### src/rtl/circ_pkg.sv
`default_nettype none
// ============================================================================
//  Module      : circ_pkg
//  Description : Shared definitions for the circular interpolator: FSM state
//                encoding, default coordinate width and quadrant helpers.
//  Revision    : 1.0 - initial release
// ============================================================================
package circ_pkg;

    // Default signed coordinate width for positions and end points.
    localparam int COORD_W_DEF = 16;

    // FSM state encoding. The 3-bit width matches the speed_clk block.
    localparam logic [2:0] ST_IDLE = 3'd0;
    localparam logic [2:0] ST_LOAD = 3'd1;
    localparam logic [2:0] ST_RUN  = 3'd2;
    localparam logic [2:0] ST_DONE = 3'd3;

    // Quadrant identified by the sign bits {sx, sy} of a point.
    typedef enum logic [1:0] {
        QUAD_1 = 2'b00,
        QUAD_4 = 2'b01,
        QUAD_2 = 2'b10,
        QUAD_3 = 2'b11
    } quad_t;

    // Quadrants 2 and 4 mirror the rotation sense when the arc is walked on
    // magnitudes, so the step rule flips there.
    function automatic logic quad_mirror(input quad_t q);
        return (q == QUAD_2) || (q == QUAD_4);
    endfunction

endpackage
`default_nettype wire

### src/rtl/circ_interp_if.sv
`default_nettype none
// ============================================================================
//  Module      : circ_interp_if
//  Description : Command, pulse and motor-step bundle of the circular
//                interpolator. master = controller side, slave = core side.
//  Revision    : 1.0 - initial release
// ============================================================================
interface circ_interp_if
    import circ_pkg::*;
#(
    parameter int COORD_W = COORD_W_DEF
);
    // Command side
    logic                      start;
    logic                      stop;
    logic                      ccw;
    logic signed [COORD_W-1:0] x_start;
    logic signed [COORD_W-1:0] y_start;
    logic signed [COORD_W-1:0] x_end;
    logic signed [COORD_W-1:0] y_end;
    logic                      pulse_clk;

    // Motor driver and status side
    logic                      x_step;
    logic                      y_step;
    logic                      x_dir;
    logic                      y_dir;
    logic signed [COORD_W-1:0] x_pos;
    logic signed [COORD_W-1:0] y_pos;
    logic                      busy;
    logic                      change_readyH;
    logic                      draw_overH;
    logic                      err;

    modport master (
        output start, stop, ccw, x_start, y_start, x_end, y_end, pulse_clk,
        input  x_step, y_step, x_dir, y_dir, x_pos, y_pos,
               busy, change_readyH, draw_overH, err
    );

    modport slave (
        input  start, stop, ccw, x_start, y_start, x_end, y_end, pulse_clk,
        output x_step, y_step, x_dir, y_dir, x_pos, y_pos,
               busy, change_readyH, draw_overH, err
    );

endinterface
`default_nettype wire

### src/rtl/circ_step_core.sv
`default_nettype none
// ============================================================================
//  Module      : circ_step_core
//  Description : Combinational point-by-point comparison step decision on
//                coordinate magnitudes. Picks the axis, the direction of the
//                magnitude change and the next magnitudes / deviation F.
//  Revision    : 1.0 - initial release
// ============================================================================
module circ_step_core #(
    parameter int COORD_W = 16,
    parameter int F_W     = 2*COORD_W+2
) (
    input  logic [COORD_W-2:0]    ax,
    input  logic [COORD_W-2:0]    ay,
    input  logic signed [F_W-1:0] f,
    input  logic                  m,
    output logic                  sel_x,
    output logic                  inc,
    output logic [COORD_W-2:0]    ax_n,
    output logic [COORD_W-2:0]    ay_n,
    output logic signed [F_W-1:0] f_n
);
    localparam int MAG_W = COORD_W-1;
    localparam logic signed [F_W-1:0] F_ONE   = F_W'(1);
    localparam logic [MAG_W-1:0]      MAG_ONE = MAG_W'(1);

    logic signed [F_W-1:0] ax_f;
    logic signed [F_W-1:0] ay_f;
    logic                  dec_zero;
    logic                  do_dec;

    // Magnitudes zero-extended into the deviation width.
    assign ax_f = F_W'(ax);
    assign ay_f = F_W'(ay);

    // m=1 decrements x, m=0 decrements y; an axis already at zero cannot be
    // decremented, so the other axis is incremented instead.
    assign dec_zero = m ? (ax == '0) : (ay == '0);
    assign do_dec   = ~f[F_W-1] & ~dec_zero;

    // Apply the chosen step using the old magnitudes for the F update.
    always_comb begin
        sel_x = 1'b0;
        inc   = 1'b1;
        ax_n  = ax;
        ay_n  = ay;
        f_n   = f;
        if (do_dec) begin
            inc = 1'b0;
            if (m) begin
                sel_x = 1'b1;
                ax_n  = ax - MAG_ONE;
                f_n   = f - (ax_f + ax_f) + F_ONE;
            end else begin
                sel_x = 1'b0;
                ay_n  = ay - MAG_ONE;
                f_n   = f - (ay_f + ay_f) + F_ONE;
            end
        end else begin
            if (m) begin
                sel_x = 1'b0;
                ay_n  = ay + MAG_ONE;
                f_n   = f + ay_f + ay_f + F_ONE;
            end else begin
                sel_x = 1'b1;
                ax_n  = ax + MAG_ONE;
                f_n   = f + ax_f + ax_f + F_ONE;
            end
        end
    end

endmodule
`default_nettype wire

### src/rtl/circ_interp_core.sv
`default_nettype none
// ============================================================================
//  Module      : circ_interp_core
//  Description : Point-by-point comparison circular interpolator. Each rising
//                edge of pulse_clk during RUN moves the arc one unit on X or
//                Y and emits the matching step/dir pulse. Reports
//                change_readyH / draw_overH back to speed_clk.
//  Revision    : 1.0 - initial release
// ============================================================================
module circ_interp_core
    import circ_pkg::*;
#(
    parameter int COORD_W = COORD_W_DEF,
    parameter int F_W     = 2*COORD_W+2,
    parameter int CNT_W   = COORD_W+1
) (
    input  logic          ms_clk,
    input  logic          sys_rst_l,
    circ_interp_if.slave  bus
);
    localparam int MAG_W = COORD_W-1;
    localparam logic signed [COORD_W-1:0] POS_ONE = COORD_W'(1);
    localparam logic [CNT_W-1:0]          CNT_ONE = CNT_W'(1);

    // Magnitude of a legal signed coordinate (the most negative code is
    // excluded, so the result always fits in MAG_W bits).
    function automatic logic [MAG_W-1:0] mag(input logic signed [COORD_W-1:0] v);
        return v[COORD_W-1] ? (~v[MAG_W-1:0] + MAG_W'(1)) : v[MAG_W-1:0];
    endfunction

    logic [2:0]                state;
    logic                      pulse_q;

    // Command latched on start accept
    logic signed [COORD_W-1:0] xs_l;
    logic signed [COORD_W-1:0] ys_l;
    logic signed [COORD_W-1:0] xe_l;
    logic signed [COORD_W-1:0] ye_l;
    logic                      ccw_l;

    // Interpolation state
    logic [MAG_W-1:0]          ax;
    logic [MAG_W-1:0]          ay;
    logic                      sx;
    logic                      sy;
    logic signed [F_W-1:0]     f;
    logic [CNT_W-1:0]          n;

    // Output registers
    logic                      x_step;
    logic                      y_step;
    logic                      x_dir;
    logic                      y_dir;
    logic signed [COORD_W-1:0] x_pos;
    logic signed [COORD_W-1:0] y_pos;
    logic                      change_ready;
    logic                      draw_over;
    logic                      err;

    // Load-time arithmetic
    logic [MAG_W-1:0]          mxs;
    logic [MAG_W-1:0]          mys;
    logic [MAG_W-1:0]          mxe;
    logic [MAG_W-1:0]          mye;
    logic [MAG_W-1:0]          dx;
    logic [MAG_W-1:0]          dy;
    logic [CNT_W-1:0]          n_load;
    logic                      quad_bad;

    // Step decision
    logic                      pulse_edge;
    logic                      m;
    logic                      step_sel_x;
    logic                      step_inc;
    logic [MAG_W-1:0]          ax_next;
    logic [MAG_W-1:0]          ay_next;
    logic signed [F_W-1:0]     f_next;
    logic                      x_dir_next;
    logic                      y_dir_next;

    assign mxs = mag(xs_l);
    assign mys = mag(ys_l);
    assign mxe = mag(xe_l);
    assign mye = mag(ye_l);
    assign dx  = (mxe >= mxs) ? (mxe - mxs) : (mxs - mxe);
    assign dy  = (mye >= mys) ? (mye - mys) : (mys - mye);
    assign n_load = CNT_W'(dx) + CNT_W'(dy);

    // An end coordinate of zero sits on the axis and belongs to both adjacent
    // quadrants; only a non-zero end coordinate of opposite sign is rejected.
    assign quad_bad = ((xe_l != '0) && (xe_l[COORD_W-1] != xs_l[COORD_W-1])) ||
                      ((ye_l != '0) && (ye_l[COORD_W-1] != ys_l[COORD_W-1]));

    assign pulse_edge = bus.pulse_clk & ~pulse_q;
    assign m          = ccw_l ^ quad_mirror(quad_t'({sx, sy}));

    // Direction is positive when the magnitude grows in the positive half or
    // shrinks in the negative half.
    assign x_dir_next = sx ^ step_inc;
    assign y_dir_next = sy ^ step_inc;

    circ_step_core #(
        .COORD_W (COORD_W),
        .F_W     (F_W)
    ) u_step (
        .ax      (ax),
        .ay      (ay),
        .f       (f),
        .m       (m),
        .sel_x   (step_sel_x),
        .inc     (step_inc),
        .ax_n    (ax_next),
        .ay_n    (ay_next),
        .f_n     (f_next)
    );

    // Sample pulse_clk for rising-edge detection.
    always_ff @(posedge ms_clk or negedge sys_rst_l) begin
        if (!sys_rst_l) begin
            pulse_q <= 1'b0;
        end else begin
            pulse_q <= bus.pulse_clk;
        end
    end

    // Control FSM with command latch, interpolation state and output registers.
    always_ff @(posedge ms_clk or negedge sys_rst_l) begin
        if (!sys_rst_l) begin
            state        <= ST_IDLE;
            xs_l         <= '0;
            ys_l         <= '0;
            xe_l         <= '0;
            ye_l         <= '0;
            ccw_l        <= 1'b0;
            ax           <= '0;
            ay           <= '0;
            sx           <= 1'b0;
            sy           <= 1'b0;
            f            <= '0;
            n            <= '0;
            x_step       <= 1'b0;
            y_step       <= 1'b0;
            x_dir        <= 1'b0;
            y_dir        <= 1'b0;
            x_pos        <= '0;
            y_pos        <= '0;
            change_ready <= 1'b0;
            draw_over    <= 1'b0;
            err          <= 1'b0;
        end else begin
            x_step       <= 1'b0;
            y_step       <= 1'b0;
            change_ready <= 1'b0;
            if (bus.stop) begin
                state     <= ST_IDLE;
                draw_over <= 1'b0;
            end else begin
                case (state)
                    ST_IDLE, ST_DONE: begin
                        if (bus.start) begin
                            xs_l      <= bus.x_start;
                            ys_l      <= bus.y_start;
                            xe_l      <= bus.x_end;
                            ye_l      <= bus.y_end;
                            ccw_l     <= bus.ccw;
                            err       <= 1'b0;
                            draw_over <= 1'b0;
                            state     <= ST_LOAD;
                        end
                    end
                    ST_LOAD: begin
                        ax    <= mxs;
                        ay    <= mys;
                        sx    <= xs_l[COORD_W-1];
                        sy    <= ys_l[COORD_W-1];
                        x_pos <= xs_l;
                        y_pos <= ys_l;
                        f     <= '0;
                        n     <= n_load;
                        if (quad_bad) begin
                            err   <= 1'b1;
                            state <= ST_IDLE;
                        end else begin
                            change_ready <= 1'b1;
                            state        <= ST_RUN;
                        end
                    end
                    ST_RUN: begin
                        if (n == '0) begin
                            draw_over <= 1'b1;
                            state     <= ST_DONE;
                        end else if (pulse_edge) begin
                            ax <= ax_next;
                            ay <= ay_next;
                            f  <= f_next;
                            n  <= n - CNT_ONE;
                            if (step_sel_x) begin
                                x_step <= 1'b1;
                                x_dir  <= x_dir_next;
                                x_pos  <= x_dir_next ? (x_pos + POS_ONE) : (x_pos - POS_ONE);
                            end else begin
                                y_step <= 1'b1;
                                y_dir  <= y_dir_next;
                                y_pos  <= y_dir_next ? (y_pos + POS_ONE) : (y_pos - POS_ONE);
                            end
                        end
                    end
                    default: begin
                        state <= ST_IDLE;
                    end
                endcase
            end
        end
    end

    assign bus.x_step        = x_step;
    assign bus.y_step        = y_step;
    assign bus.x_dir         = x_dir;
    assign bus.y_dir         = y_dir;
    assign bus.x_pos         = x_pos;
    assign bus.y_pos         = y_pos;
    assign bus.busy          = (state == ST_LOAD) || (state == ST_RUN);
    assign bus.change_readyH = change_ready;
    assign bus.draw_overH    = draw_over;
    assign bus.err           = err;

endmodule
`default_nettype wire

### src/flat_wrapper.sv
// flat-port wrapper written by rule: the top's interface ports become plain ports
module circ_interp_core_flat import circ_pkg::*;
#(
    parameter int COORD_W = COORD_W_DEF,
    parameter int F_W     = 2*COORD_W+2,
    parameter int CNT_W   = COORD_W+1
)
  (ms_clk, sys_rst_l, bus_start, bus_stop, bus_ccw, bus_x_start, bus_y_start, bus_x_end, bus_y_end, bus_pulse_clk, bus_x_step, bus_y_step, bus_x_dir, bus_y_dir, bus_x_pos, bus_y_pos, bus_busy, bus_change_readyH, bus_draw_overH, bus_err);
  circ_interp_if #(.COORD_W(COORD_W)) bus_i ();
  input  logic ms_clk;
  input  logic sys_rst_l;
  input wire logic [$bits(bus_i.start)-1:0] bus_start;
  input wire logic [$bits(bus_i.stop)-1:0] bus_stop;
  input wire logic [$bits(bus_i.ccw)-1:0] bus_ccw;
  input wire logic [$bits(bus_i.x_start)-1:0] bus_x_start;
  input wire logic [$bits(bus_i.y_start)-1:0] bus_y_start;
  input wire logic [$bits(bus_i.x_end)-1:0] bus_x_end;
  input wire logic [$bits(bus_i.y_end)-1:0] bus_y_end;
  input wire logic [$bits(bus_i.pulse_clk)-1:0] bus_pulse_clk;
  output wire logic [$bits(bus_i.x_step)-1:0] bus_x_step;
  output wire logic [$bits(bus_i.y_step)-1:0] bus_y_step;
  output wire logic [$bits(bus_i.x_dir)-1:0] bus_x_dir;
  output wire logic [$bits(bus_i.y_dir)-1:0] bus_y_dir;
  output wire logic [$bits(bus_i.x_pos)-1:0] bus_x_pos;
  output wire logic [$bits(bus_i.y_pos)-1:0] bus_y_pos;
  output wire logic [$bits(bus_i.busy)-1:0] bus_busy;
  output wire logic [$bits(bus_i.change_readyH)-1:0] bus_change_readyH;
  output wire logic [$bits(bus_i.draw_overH)-1:0] bus_draw_overH;
  output wire logic [$bits(bus_i.err)-1:0] bus_err;
  assign bus_i.start = bus_start;
  assign bus_i.stop = bus_stop;
  assign bus_i.ccw = bus_ccw;
  assign bus_i.x_start = bus_x_start;
  assign bus_i.y_start = bus_y_start;
  assign bus_i.x_end = bus_x_end;
  assign bus_i.y_end = bus_y_end;
  assign bus_i.pulse_clk = bus_pulse_clk;
  assign bus_x_step = bus_i.x_step;
  assign bus_y_step = bus_i.y_step;
  assign bus_x_dir = bus_i.x_dir;
  assign bus_y_dir = bus_i.y_dir;
  assign bus_x_pos = bus_i.x_pos;
  assign bus_y_pos = bus_i.y_pos;
  assign bus_busy = bus_i.busy;
  assign bus_change_readyH = bus_i.change_readyH;
  assign bus_draw_overH = bus_i.draw_overH;
  assign bus_err = bus_i.err;
  circ_interp_core #(.COORD_W(COORD_W), .F_W(F_W), .CNT_W(CNT_W)) u_core (.ms_clk(ms_clk), .sys_rst_l(sys_rst_l), .bus(bus_i));
endmodule
### config.mk
export PLATFORM = sky130hd
export DESIGN_NAME = circ_interp_core_flat
export DESIGN_NICKNAME = d
export VERILOG_FILES = /design/src/rtl/circ_pkg.sv /design/src/rtl/circ_interp_if.sv /design/src/rtl/circ_step_core.sv /design/src/rtl/circ_interp_core.sv /design/src/flat_wrapper.sv
export SDC_FILE = /design/constraint.sdc
export NUM_CORES = 1
export LEC_CHECK = 0
export CORE_UTILIZATION = 35
export CTS_BUF_LIST = sky130_fd_sc_hd__clkbuf_16
export DETAILED_ROUTE_END_ITERATION = 8
export HOLD_SLACK_MARGIN = 0.1
export PLACE_DENSITY = 0.53
export SYNTH_ARGS = -nofsm -noshare
export SYNTH_HDL_FRONTEND = slang
export SYNTH_SLANG_ARGS = --single-unit
### constraint.sdc
create_clock -name ms_clk -period 11.15 [get_ports ms_clk]
set_input_delay 2.7875 -clock ms_clk [delete_from_list [all_inputs] [get_ports ms_clk]]
set_output_delay 2.7875 -clock ms_clk [all_outputs]
set_load 0.05 [all_outputs]
==> flow_summary.toml <==
[logic_synthesis]
yosysWarnings = 0
synthTopCellsByArea = "dfrtp_1 23%, ha_1 16%, a21oi_1 5.5%"
synth_area_per_cell_um2 = 8.31
synth-seq-area-share = 0.234
synth_flop_cell = "dfrtp_1"
synthesis.area_um2 = 20300
synth-async-reset-ratio = 1.00
yosysUniqueCellTypes = 90
ys_ff_latch = 190
yosysTopAreaCellShare = 0.234
synthCells = 2441
synth_top_area_cell = "dfrtp_1"
synth_edf_count = 0
synth_nets = 2782

[floorplan]
die_w_um = 243
die-area_um2 = 58900
core_um2 = 56800
rows = 87
ioPinCount = 110
start_util = 0.357
die_y_um = 243

[placed_design]
port_buffers = 109
gp_congestion = 0.903
dp_hpwl_mm = 48.9

[timing]
worst_pin_slew_ns = 1.05
finalSetupViolations = 0
fmax_ghz = 0.144
slew_headroom = 0.295
min_period_over_period = 0.624
slew_viol_final = 0
skew_ns = 0.0191
fin_crit_ns = 6.95
grt_setup_unrepaired = "no"
setup_tns_ns = 0
finalHoldViolations = 0

[worst_hold_path]
min-delay-start = "u_core.bus.y_dir$_DFFE_PN0P_"
hold_end = "u_core.bus.y_dir$_DFFE_PN0P_"
hp-class = "flop to flop"
min_path_cells = 1

[clock_tree]
cts_tree = "yes"
ctsHoldBuffers = 0
insertion_delay_ns = 0.50
clkSinkCount = 190
clk_path_buf_depth = 2
cts-root-buf = "clkbuf_16"
cts_resized = 0
cts.clk_slew.worst_paths_ns = 0.09
postCtsSetupBuffers = 0
cts_buffers = 17
htree_levels = 4

[route]
viasPerCell = 5.53
wl_met1_mm = 29.9
drt_iter0_markers = 1170
highest_layer = "met4"
route.detailed.drc = 0
wl_met2_mm = 29.9
vias = 18100
drt_wl_total_mm = 62.7
wl_met3_mm = 2.13
wire_per_inst_um = 19.1
ant_nets = 0
first_pass_iters = 5

[critical_path]
cp_max_fo = 23
critPathBufInv = 1
worst-setup-path-type = "flop to flop"
critical-path-top-delay-family = "compound AO/OA/AOI/OAI gates"
required_ns = 11.53
rr_worst_depth = 26
startpoint_type = "flop"
worstReg2RegStart = "u_core.ys_l[0]$_DFFE_PN0P_"
cp_common_cell = "ha_1"
r2r_end = "u_core.n[15]$_DFFE_PN0P_"
end_kind = "flop"
cpMaxStageDelayCell = "a31o_2"
r2r_setup_slack_ns = 4.20
arrival_ns = 7.33
slowest_delay_ns = 0.46

[global_route]
overflow = 0
grt_use_total = 0.212
antenna_found_initial = 0
grt_max_degree = 68
grt_pass1_vias = 17800
grt_pass1_wl_mm = 99.2

[cells_and_area]
multi_input_area_um2 = 14600
area_delta_synth_final_pct = 12.4
fin_util = 0.401
seqCellArea_um2 = 4750
antenna_cells = 0
fill_cells = 5809
fin_nets = 2849
mostFrequentLayoutCell = "ha_1"
drive_gt1_frac = 0.0651
mostFrequentLayoutCells = "257 x ha_1, 222 x a21oi_1, 190 x dfrtp_1, 188 x nor2_1, 180 x inv_1"

[run_status]
outcome = "finished clean"

[run]
drv_cap = 0
## metal layers
metal,vias to the layer above,global-route usage
li1,8941,-
met1,8780,0.285
met2,355,0.360
met3,46,0.0270
met4,0,0.0488
met5,-,0
## cell families (layout without fill, tap and decap cells)
group,after synthesis,after routing,synth area share
xor+xnor,198,198,0.0866
compound gates,745,745,0.237
fa+ha+maj,271,271,0.172
mux,118,118,0.0632
flops,190,190,0.234
buf+inv,261,341,0.0494
simple gates,658,658,0.158
## layout make-up
| class | count | area share |
|---|---|---|
| clock buffer | 17 | 0.0187 |
| clock inverter | 15 | 0.00856 |
| inverter | 182 | 0.0300 |
| multi-input combinational | 1990 | 0.639 |
| sequential | 190 | 0.209 |
| tap | 756 | 0.0415 |
| timing repair buffer | 127 | 0.0540 |
## cell usage after synthesis, drive strengths merged, types with 6 or more instances
cell / number
or2: 12
a21boi: 10
a31o: 6
o41ai: 15
nor3: 52
o221ai: 6
mux2: 70
nor4: 14
fa: 13
dfrtp: 190
nor2b: 43
nor3b: 7
xor2: 70
o21ai: 167
or4: 10
o31ai: 30
a21o: 71
ha: 258
mux2i: 47
buf: 20
a22oi: 7
and2: 9
a21oi: 223
o2111ai: 6
nor2: 189
nand2b: 33
a211oi: 38
nand4: 16
xnor2: 128
o21bai: 20
o211ai: 19
o21a: 17
nand3: 48
and3: 17
o22ai: 14
inv: 181
a221oi: 9
a211o: 6
a41oi: 6
or3: 26
nand2: 164
a311oi: 8
a31oi: 30
clkbuf: 59
## sequential cells by signal (all words and copies together), names as in the netlist
name	flops
u_core.f	34
u_core.n	17
u_core.bus.x_pos	16
u_core.bus.y_pos	16
u_core.xe_l	16
u_core.xs_l	16
u_core.ye_l	16
u_core.ys_l	16
u_core.ax	15
u_core.ay	15
u_core.state	2
u_core.bus.change_readyH	1
u_core.bus.draw_overH	1
u_core.bus.err	1
u_core.bus.x_dir	1
u_core.bus.x_step	1
u_core.bus.y_dir	1
u_core.bus.y_step	1
u_core.ccw_l	1
u_core.pulse_q	1
u_core.sx	1
u_core.sy	1
## worst max-delay path by stage
| stage | end | cells past startpoint | startpoint | slack [ns] |
|---|---|---|---|---|
| floorplan | u_core.n[12]$_DFFE_PN0P_ | 29 | u_core.ys_l[0]$_DFFE_PN0P_ | 4.75 |
| global route | u_core.n[15]$_DFFE_PN0P_ | 26 | u_core.ys_l[0]$_DFFE_PN0P_ | 3.61 |
| CTS | u_core.n[15]$_DFFE_PN0P_ | 26 | u_core.ys_l[0]$_DFFE_PN0P_ | 4.29 |
| global placement | u_core.n[15]$_DFFE_PN0P_ | 26 | u_core.ys_l[0]$_DFFE_PN0P_ | 4.46 |
| detailed placement | u_core.n[15]$_DFFE_PN0P_ | 26 | u_core.ys_l[0]$_DFFE_PN0P_ | 4.35 |
| finish | u_core.n[15]$_DFFE_PN0P_ | 26 | u_core.ys_l[0]$_DFFE_PN0P_ | 4.20 |
## worst reg2reg max path: stages (launching register included)
cell       delay [ns]
dfrtp_1          0.45
inv_1            0.15
ha_1             0.18
nand2_1          0.07
or3_1            0.33
or3_1            0.42
o31a_1           0.29
xnor2_1          0.31
ha_1             0.39
and4_1           0.26
a221oi_1         0.22
o21ai_0          0.12
a31oi_1          0.23
o21ai_1          0.16
a31o_2           0.46
mux2i_1          0.34
ha_1             0.28
a21o_1           0.17
a21oi_1          0.22
nor2b_1          0.08
o21a_1           0.19
o41ai_2          0.34
o21ai_1          0.18
or4_1            0.46
a32o_1           0.27
o2111ai_1        0.18
nand2_1          0.07
## metrics by stage
| step | std cells | hold WS [ns] | cell area [um^2] | setup slack [ns] |
|---|---|---|---|---|
| detailed placement | 3245 | 0.498 | 22200 | 4.35 |
| floorplan | 2441 | 0.472 | 20300 | 4.75 |
| global placement | 3245 | 0.492 | 22200 | 4.46 |
| CTS | 3277 | 0.520 | 22800 | 4.29 |
| finish | 3277 | 0.513 | 22800 | 4.20 |
| global route | 3277 | 0.546 | 22800 | 3.61 |
Power is not shown: default switching activity piles up to over one toggle a cycle in this logic, so the estimate is an artifact.
